===== src/rtl/id_ex_stage_pkg.sv =====
// Shared types for the ID/EX pipeline slice.
//   aluop_e   : ALU operation class produced by Control.
//   ex_ctrl_t : EX-stage control bundle carried through the ID/EX register.
//   EX_CTRL_BUBBLE : all-zero bundle latched when a bubble is inserted.
package id_ex_stage_pkg;

  typedef enum logic [1:0] {
    ALUOP_LOADSTORE = 2'b00,
    ALUOP_BRANCH    = 2'b01,
    ALUOP_RTYPE     = 2'b10,
    ALUOP_ITYPE     = 2'b11
  } aluop_e;

  typedef struct packed {
    logic   regwrite;
    logic   memtoreg;
    logic   memread;
    logic   memwrite;
    aluop_e aluop;
    logic   alusrc;
  } ex_ctrl_t;

  localparam ex_ctrl_t EX_CTRL_BUBBLE = '0;

endpackage


===== src/rtl/id_ex_stage_hazard.sv =====
// Load-use hazard detector (combinational).
// Ports:
//   i_memread : EX-stage MemRead
//   i_ex_rd   : EX-stage destination register
//   i_id_rs1  : ID-stage rs1 field
//   i_id_rs2  : ID-stage rs2 field
//   o_haz     : load-use dependency present
// Both source fields are compared regardless of format; a false stall on
// I-type instructions is accepted.
module hazard_detect (
  input  logic       i_memread,
  input  logic [4:0] i_ex_rd,
  input  logic [4:0] i_id_rs1,
  input  logic [4:0] i_id_rs2,
  output logic       o_haz
);

  always_comb begin
    o_haz = i_memread && (i_ex_rd != 5'd0) &&
            ((i_ex_rd == i_id_rs1) || (i_ex_rd == i_id_rs2));
  end

endmodule


===== src/rtl/id_ex_stage.sv =====
// ID/EX pipeline register with embedded load-use hazard detection.
// Ports:
//   clk_i, rst_i            : clock, synchronous active-low reset
//   *_i control / data      : decode-stage values captured each cycle
//   *_o control / data      : EX-stage registered copies
//   NoOp_o, Stall_o         : asserted combinationally on a load-use hazard
//   PCWrite_o               : inverse of Stall_o
//   BubbleCnt_o             : saturating count of inserted bubbles
module id_ex_stage
  import id_ex_stage_pkg::*;
#(
  parameter int unsigned XLEN  = 32,
  parameter int unsigned CNT_W = 16
) (
  input  logic             clk_i,
  input  logic             rst_i,
  input  logic             RegWrite_i,
  input  logic             MemtoReg_i,
  input  logic             MemRead_i,
  input  logic             MemWrite_i,
  input  logic             ALUSrc_i,
  input  logic [1:0]       ALUOp_i,
  input  logic [XLEN-1:0]  RS1data_i,
  input  logic [XLEN-1:0]  RS2data_i,
  input  logic [XLEN-1:0]  Imm_i,
  input  logic [9:0]       Funct_i,
  input  logic [4:0]       RS1addr_i,
  input  logic [4:0]       RS2addr_i,
  input  logic [4:0]       RDaddr_i,
  output logic             RegWrite_o,
  output logic             MemtoReg_o,
  output logic             MemRead_o,
  output logic             MemWrite_o,
  output logic             ALUSrc_o,
  output logic [1:0]       ALUOp_o,
  output logic [XLEN-1:0]  RS1data_o,
  output logic [XLEN-1:0]  RS2data_o,
  output logic [XLEN-1:0]  Imm_o,
  output logic [9:0]       Funct_o,
  output logic [4:0]       RS1addr_o,
  output logic [4:0]       RS2addr_o,
  output logic [4:0]       RDaddr_o,
  output logic             NoOp_o,
  output logic             Stall_o,
  output logic             PCWrite_o,
  output logic [CNT_W-1:0] BubbleCnt_o
);

  ex_ctrl_t          r_ctrl;
  ex_ctrl_t          w_ctrl_in;
  logic [XLEN-1:0]   r_rs1data;
  logic [XLEN-1:0]   r_rs2data;
  logic [XLEN-1:0]   r_imm;
  logic [9:0]        r_funct;
  logic [4:0]        r_rs1addr;
  logic [4:0]        r_rs2addr;
  logic [4:0]        r_rdaddr;
  logic [CNT_W-1:0]  r_bubble_cnt;
  logic              w_haz;

  // Hazard uses only registered EX state and ID address fields, so the
  // Control outputs (which depend on NoOp_o) never feed back into w_haz.
  hazard_detect u_hazard_detect (
    .i_memread (r_ctrl.memread),
    .i_ex_rd   (r_rdaddr),
    .i_id_rs1  (RS1addr_i),
    .i_id_rs2  (RS2addr_i),
    .o_haz     (w_haz)
  );

  always_comb begin
    w_ctrl_in          = EX_CTRL_BUBBLE;
    w_ctrl_in.regwrite = RegWrite_i;
    w_ctrl_in.memtoreg = MemtoReg_i;
    w_ctrl_in.memread  = MemRead_i;
    w_ctrl_in.memwrite = MemWrite_i;
    w_ctrl_in.aluop    = aluop_e'(ALUOp_i);
    w_ctrl_in.alusrc   = ALUSrc_i;
  end

  always_ff @(posedge clk_i) begin
    if (!rst_i) begin
      r_ctrl       <= EX_CTRL_BUBBLE;
      r_rs1data    <= '0;
      r_rs2data    <= '0;
      r_imm        <= '0;
      r_funct      <= '0;
      r_rs1addr    <= '0;
      r_rs2addr    <= '0;
      r_rdaddr     <= '0;
      r_bubble_cnt <= '0;
    end else begin
      // Bubble forces control to zero even though Control also sees NoOp_o;
      // data/address fields are don't-care in a bubble and still capture.
      r_ctrl    <= w_haz ? EX_CTRL_BUBBLE : w_ctrl_in;
      r_rs1data <= RS1data_i;
      r_rs2data <= RS2data_i;
      r_imm     <= Imm_i;
      r_funct   <= Funct_i;
      r_rs1addr <= RS1addr_i;
      r_rs2addr <= RS2addr_i;
      r_rdaddr  <= RDaddr_i;
      if (w_haz && (r_bubble_cnt != '1)) begin
        r_bubble_cnt <= r_bubble_cnt + 1'b1;
      end
    end
  end

  assign RegWrite_o  = r_ctrl.regwrite;
  assign MemtoReg_o  = r_ctrl.memtoreg;
  assign MemRead_o   = r_ctrl.memread;
  assign MemWrite_o  = r_ctrl.memwrite;
  assign ALUSrc_o    = r_ctrl.alusrc;
  assign ALUOp_o     = r_ctrl.aluop;
  assign RS1data_o   = r_rs1data;
  assign RS2data_o   = r_rs2data;
  assign Imm_o       = r_imm;
  assign Funct_o     = r_funct;
  assign RS1addr_o   = r_rs1addr;
  assign RS2addr_o   = r_rs2addr;
  assign RDaddr_o    = r_rdaddr;
  assign NoOp_o      = w_haz;
  assign Stall_o     = w_haz;
  assign PCWrite_o   = !w_haz;
  assign BubbleCnt_o = r_bubble_cnt;

endmodule


===== config.mk =====
export PLATFORM = sky130hd
export DESIGN_NAME = id_ex_stage
export DESIGN_NICKNAME = d
export VERILOG_FILES = /design/src/rtl/id_ex_stage_pkg.sv /design/src/rtl/id_ex_stage_hazard.sv /design/src/rtl/id_ex_stage.sv
export SDC_FILE = /design/constraint.sdc
export NUM_CORES = 1
export LEC_CHECK = 0
export CAP_MARGIN = 20
export CORE_ASPECT_RATIO = 1.1
export CORE_UTILIZATION = 40
export DETAILED_ROUTE_END_ITERATION = 16
export GPL_TIMING_DRIVEN = 0
export PLACE_DENSITY = 0.95
export SETUP_SLACK_MARGIN = 0.4
export SLEW_MARGIN = 20
export SYNTH_ARGS = -nofsm -noshare
export SYNTH_HDL_FRONTEND = slang
export SYNTH_SLANG_ARGS = --single-unit

===== constraint.sdc =====
create_clock -name clk_i -period 2.86 [get_ports clk_i]
set_input_delay 0.572 -clock clk_i [delete_from_list [all_inputs] [get_ports clk_i]]
set_output_delay 0.572 -clock clk_i [all_outputs]
set_load 0.01 [all_outputs]

==> results of run 1 <==
## final cells by class
cell class	instances	share of cell area, %
clock buffer	20	5.361
inverter	3	0.1690
buffer	19	1.429
tap	147	2.258
sequential	144	35.51
clock inverter	12	2.258
multi-input combinational	228	18.80
timing repair buffer	282	34.21
## layer usage
metal	track usage, %	up-vias
met5	0	-
met4	9.953	0
met3	7.782	24
met2	48.27	195
met1	23.33	1824
li1	-	1896
## cells in the mapped netlist, types with 2 or more instances
cell | instances | area [sq um]
nor3_1 | 3 | 15.01
nand4_1 | 4 | 25.02
nor3_2 | 2 | 20.02
or4_1 | 5 | 37.54
inv_1 | 2 | 7.510
nor4b_1 | 3 | 26.28
and2_1 | 122 | 763.2
buf_6 | 2 | 22.52
clkbuf_1 | 14 | 52.55
dfxtp_1 | 144 | 2883
a21oi_1 | 9 | 45.04
nand2_1 | 15 | 56.30
nand2b_1 | 6 | 37.54
o31ai_1 | 6 | 45.04
o2111ai_1 | 2 | 17.52
mux2i_1 | 6 | 60.06
xor2_1 | 10 | 87.58
o21a_1 | 3 | 22.52
or4b_1 | 3 | 30.03
and3_1 | 8 | 50.05
o41ai_1 | 3 | 26.28
nor2_1 | 4 | 15.01
## per-stage QoR
stage	utilization (%)	hold slack [ns]	cells	instance area, sq um
after floorplan	-	0.5021	394	4513
after global placement	68.06	0.4807	817	7460
after detailed placement	68.06	0.4906	817	7460
after CTS	74.19	0.4998	854	8132
after global routing	74.32	0.5246	855	8145
final	74.32	0.4992	855	8145
## layout by cell type, fill, tap and decap left out, types with 2 or more instances in the layout
cell,instances
nor2_1,4
nand2b_1,5
buf_8,2
nand4_1,4
clkbuf_16,17
dfxtp_2,2
a21oi_1,9
o41ai_1,3
inv_6,2
dlygate4sd2_1,10
and2_1,122
o21a_1,2
dfxtp_1,140
clkbuf_1,17
nor4b_1,3
mux2i_1,6
buf_2,2
clkinvlp_4,2
clkinv_4,3
dfxtp_4,2
o31ai_1,6
or4b_1,3
nor3_1,3
buf_6,4
nor3_2,2
and3_1,8
buf_4,6
or4_1,5
bufinv_16,4
xor2_1,10
clkdlybuf4s50_1,263
nand2_1,15
o2111ai_1,2
## repair_timing
item | CTS | global route
pin swaps | 3 | 2
buffers inserted | 5 | 1
setup endpoints to repair | 3 | 3
gates resized for setup | 34 | 4
## state kept, by name (all words and copies together) (netlist names), 2 cells and up
name,cells
Funct_o,10
RDaddr_o,5
RS2addr_o,5
RS1data_o,32
Imm_o,32
RS2data_o,32
BubbleCnt_o,16
ALUOp_o,2
RS1addr_o,5
## tightest hold or removal path, delay by kind of cell, from the launching register on
family	cells	cell delay, ns
flops	1	0.33
compound gates	2	0.12
## cells by family after synthesis
logic type / synth area share [%]
xor+xnor: 1.941
mux: 1.331
compound gates: 4.214
buf+inv: 2.523
fa+ha+maj: 0.2772
simple gates: 25.84
flops: 63.88
## power groups by stage
stage | Sequential [W] | Combinational (W) | Clock (W)
global route | 0.00215 | 0.000613 | 0.00244
global placement | 0.00218 | 0.000554 | 0
floorplan | 0.00223 | 0.000111 | 0
detailed placement | 0.00218 | 0.000569 | 0
CTS | 0.00214 | 0.000580 | 0.00235
finish | 0.00214 | 0.000577 | 0.00232
## final timing paths
check / start / end / slack (ns) / cells past startpoint
max: RDaddr_o[0] / Stall_o / 0.36 / 7
min: BubbleCnt_o[7] / BubbleCnt_o[7] / 0.50 / 2
max reg2reg: RDaddr_o[3] / BubbleCnt_o[4] / 0.83 / 7
min reg2reg: BubbleCnt_o[7] / BubbleCnt_o[7] / 0.50 / 2
==> run metrics, run 1 <==
status=complete, no violations; setup TNS=0 ns; clock sinks=roughly 140; GRT Overall Usage=around 25%; root buffer cell=clkbuf_16; Slew @ Worst Pin=around 0.57 ns; Post-Syn Instances=approximately 390; fraction of layout cells with a size suffix above 1=approximately 8.5%; area grow syn2layout=80.48%; sequential share of the synthesized area=63.88%; minimum clock period=2.500 ns; I/O pin count=around 280; Distinct cells, synth=40; DR WL met3=about 1100 um; # fillers=686; core area=around 11,000 sq um; top routing layer in use=met4; vias in the first global route=approximately 4,200; CP dominant cell by count=buf_6; Sw Ratio=a little over a fifth; Detailed Place HPWL=between 10,000 and 15,000 um; CTS Buffer Depth=2; yosys warns=0; FFs w/ async S/R, synth=0%; # port buffers=roughly 280; internal cell power=~0.0039 W; register bit total from synthesis=144; Syn Nets=between 500 and 600; Fin Clk Skew=around 0.0094 ns; DR DRC count=0; period utilisation layout=87.40%; num rows=40; CTS Buf Count=17; Psw=0.001085 W; # diodes=0; pre-CTS setup slack=-0.5085 ns; Worst VDD drop=~0.00046 V; WP buf/inv=4; fin nets=approximately 830; crit path capture type=primary output; synthesized area per cell=11.45 sq um; Power Dens Cells=618.0 nW/um^2; GPL Wtd Cong=0.8992; first-pass iteration count of the detailed router=4; final setup margin=approximately 0.36 ns; metal1 wirelength=a little under 5000 um; met2 WL post-DR=8056 um; worst skew pair latency=approximately 0.4 ns; slowest CP cell=or4_4; final hold vios=0; Routed Antenna Nets=0; TritonCTS clock tree=yes; via count=around 4,000; Sequential Power Share=42.5%; kind of critical path=register to primary output; unrepaired setup endpoints after global routing=yes; Clock transition at path regs=~0.06 ns; Max Clk Rate=400.1 MHz; Crit path max-delay family=simple AND/OR/NAND/NOR gates; P_leak=roughly 3.2 nW; Post-Syn Area=approximately 4500 sq um; H-tree depth=4; register area=between 2000 and 3000 sq um; largest net degree at the start of global routing=17; startpoint types=register; DRT iter0 DRCs=120; initial antenna violation count=0; gr ovfl total=0; Vert. Die Dim=approximately 110 um; slew margin rel.=~62%; Worst path max stage delay=~0.54 ns; hold_buf cts=0; WL final=approximately 14,000 um; hold crit path type=register to register; WL/cell=16.68 um; Initial Util=41.18%; CP cell instances=or4_4 > o21a_4 > nand2b_4 > buf_8 > inv_4 > buf_6 > buf_6; die area=around 12,000 sq um; Clk network pwr share=46.1%; first-pass GRT wire length=approximately 21,000 um; # setup viols final=0; Pins Over Slew Limit=0; WP data arrival=slightly below 2 ns; Crit path required time=2.29 ns; area of the multi-input gates=~1500 sq um; combinational power share=between 10% and 20%; Synth Flop Type=dfxtp_1; via/cell ratio=about 4.6; die width=between 100 and 150 um; Post-synth EDFFs=0; Worst Path Max Fanout=4; total power=around 0.0050 W; Max-Cap Viols=0
Power figures use the tool's default switching activity.
==> inputs of run 2 (changes only) <==
--- a/config.mk
+++ b/config.mk
@@ -6,13 +6,12 @@
 export NUM_CORES = 1
 export LEC_CHECK = 0
 export CAP_MARGIN = 20
-export CORE_ASPECT_RATIO = 1.1
-export CORE_UTILIZATION = 40
+export CORE_UTILIZATION = 41
+export CTS_BUF_LIST = sky130_fd_sc_hd__clkbuf_8
 export DETAILED_ROUTE_END_ITERATION = 16
 export GPL_TIMING_DRIVEN = 0
 export PLACE_DENSITY = 0.95
 export SETUP_SLACK_MARGIN = 0.4
-export SLEW_MARGIN = 20
 export SYNTH_ARGS = -nofsm -noshare
 export SYNTH_HDL_FRONTEND = slang
 export SYNTH_SLANG_ARGS = --single-unit
==> run metrics, run 2 (synthesized netlist as in run 1, its figures left out) <==
# port buffers=around 280; Crit path required time=roughly 2.3 ns; hold crit path type=primary input to register; Initial Util=between 40% and 50%; placed instance count=approximately 800; # diodes=0; CTS Buffer Depth=2; Slew @ Worst Pin=~0.57 ns; slew margin rel.=62.12%; Pins Over Slew Limit=0; vias in the first global route=~4,100; gr ovfl total=0; Routed Antenna Nets=0; DRT iter0 DRCs=between 150 and 200; initial antenna violation count=0; final hold vios=0; status=complete, no violations; Max Clk Rate=approximately 400 MHz; P_leak=approximately 3.1 nW; Detailed Place HPWL=approximately 11,000 um; core area=10,510 sq um; met1 Use GR=23.46%; Fin Clk Skew=about 0.01 ns; WL final=roughly 14,000 um; most common cell after layout, fill and taps aside=clkdlybuf4s50_1; GRT Overall Usage=roughly a quarter; unrepaired setup endpoints after global routing=yes; Clock transition at path regs=approximately 0.07 ns; WP data arrival=around 1.9 ns; Cells on Worst Hold Path=2; DR DRC count=0; largest net degree at the start of global routing=17; Max-Cap Viols=0; Vert. Die Dim=about 110 um; kind of critical path=register to primary output; fraction of layout cells with a size suffix above 1=8.782%; Post-Route Utilization=between 70% and 80%; GR Util met2=between 40% and 50%; clock sinks=between 100 and 150; most frequent cells in the layout=clkdlybuf4s50_1 (264), dfxtp_1 (140), and2_1 (122), clkbuf_8 (20), nand2_1 (15); Power Dens Cells=547.6 nW/um^2; first-pass iteration count of the detailed router=4; area grow syn2layout=76.07%; via/cell ratio=around 4.6; hold_buf cts=0; met3 usage=about a tenth; num rows=37; root buffer cell=clkbuf_8; via count=approximately 3,900; r2r worst-path depth=7; Worst VDD drop=0.0003689 V; # fillers=between 600 and 700; die width=between 100 and 150 um; fin nets=826; period utilisation layout=approximately 88%; # setup viols final=0; worst skew pair latency=0.44 ns; Non-Filler Instances=approximately 840; first-pass GRT wire length=between 20,000 and 25,000 um; H-tree depth=4; crit path capture type=primary output; minimum clock period=2.513 ns; die area=11,430 sq um; I/O pin count=277; TritonCTS clock tree=yes; WL/cell=16.28 um; gr busiest metal=met2; startpoint types=register; CTS Buf Count=17; GPL Wtd Cong=0.9143; total power=around 0.0044 W; Worst Path Max Fanout=3
==> run 2: repair_timing <==
action | in CTS | in global routing
gates resized for setup | 27 | 10
buffers inserted | 5 | 1
endpoints found under the setup margin | 3 | 3
pin swaps | 5 | 6
gates cloned | 0 | 0
==> run 2: worst max-delay path: stages, from the launching register on <==
cell	delay (ns)
dfxtp_4	0.35
or4_4	0.54
o21a_4	0.23
nand2b_4	0.07
buf_8	0.10
inv_4	0.03
buf_6	0.10
buf_6	0.10
==> run 2: metrics by stage <==
step	TNS (ns)	cell area [sq um]	setup slack, ns	hold WS (ns)
after floorplan	0	4513	0.6769	0.5021
after global placement	-0.9880	7446	-0.4003	0.4822
after detailed placement	-1.087	7446	-0.4335	0.4888
after CTS	0	7913	0.2696	0.4724
after global routing	0	7946	0.2677	0.3856
final	0	7946	0.3468	0.4056
==> run 2: metal layers <==
metal | up-vias | part of all wire [%]
li1 | 1891 | -
met1 | 1772 | 34
met2 | 213 | 54
met3 | 36 | 9.0
met4 | 0 | 3.0
met5 | - | 0
==> run 2: area by class of cell <==
| type | instances | area (sq um) | share of cell area (%) |
|---|---|---|---|
| well taps | 136 | 170.2 | 2.141 |
| inverters | 3 | 13.76 | 0.1732 |
| clock buffers | 20 | 275.3 | 3.464 |
| clock inverters | 10 | 136.4 | 1.716 |
| plain buffers | 19 | 116.4 | 1.464 |
| repair buffers | 282 | 2803 | 35.27 |
| multi-input cells | 228 | 1539 | 19.37 |
| flip-flops and latches | 144 | 2893 | 36.40 |
==> run 2: final timing paths <==
kind / from / end / slack, ns
setup / recovery: RDaddr_o[0] / Stall_o / 0.35
hold / removal: RS1addr_i[1] / RS1addr_o[1] / 0.41
setup reg to reg: RDaddr_o[0] / BubbleCnt_o[4] / 0.81
hold reg to reg: BubbleCnt_o[7] / BubbleCnt_o[7] / 0.51
==> run 2: where the power goes <==
| part | internal [W] | leakage, nW | switching (W) |
|---|---|---|---|
| Sequential | 0.00210 | 1.20 | 0.0000336 |
| Combinational | 0.000378 | 1.71 | 0.000197 |
| Clock | 0.000920 | 0.214 | 0.000721 |
| Total | 0.00340 | 3.12 | 0.000952 |
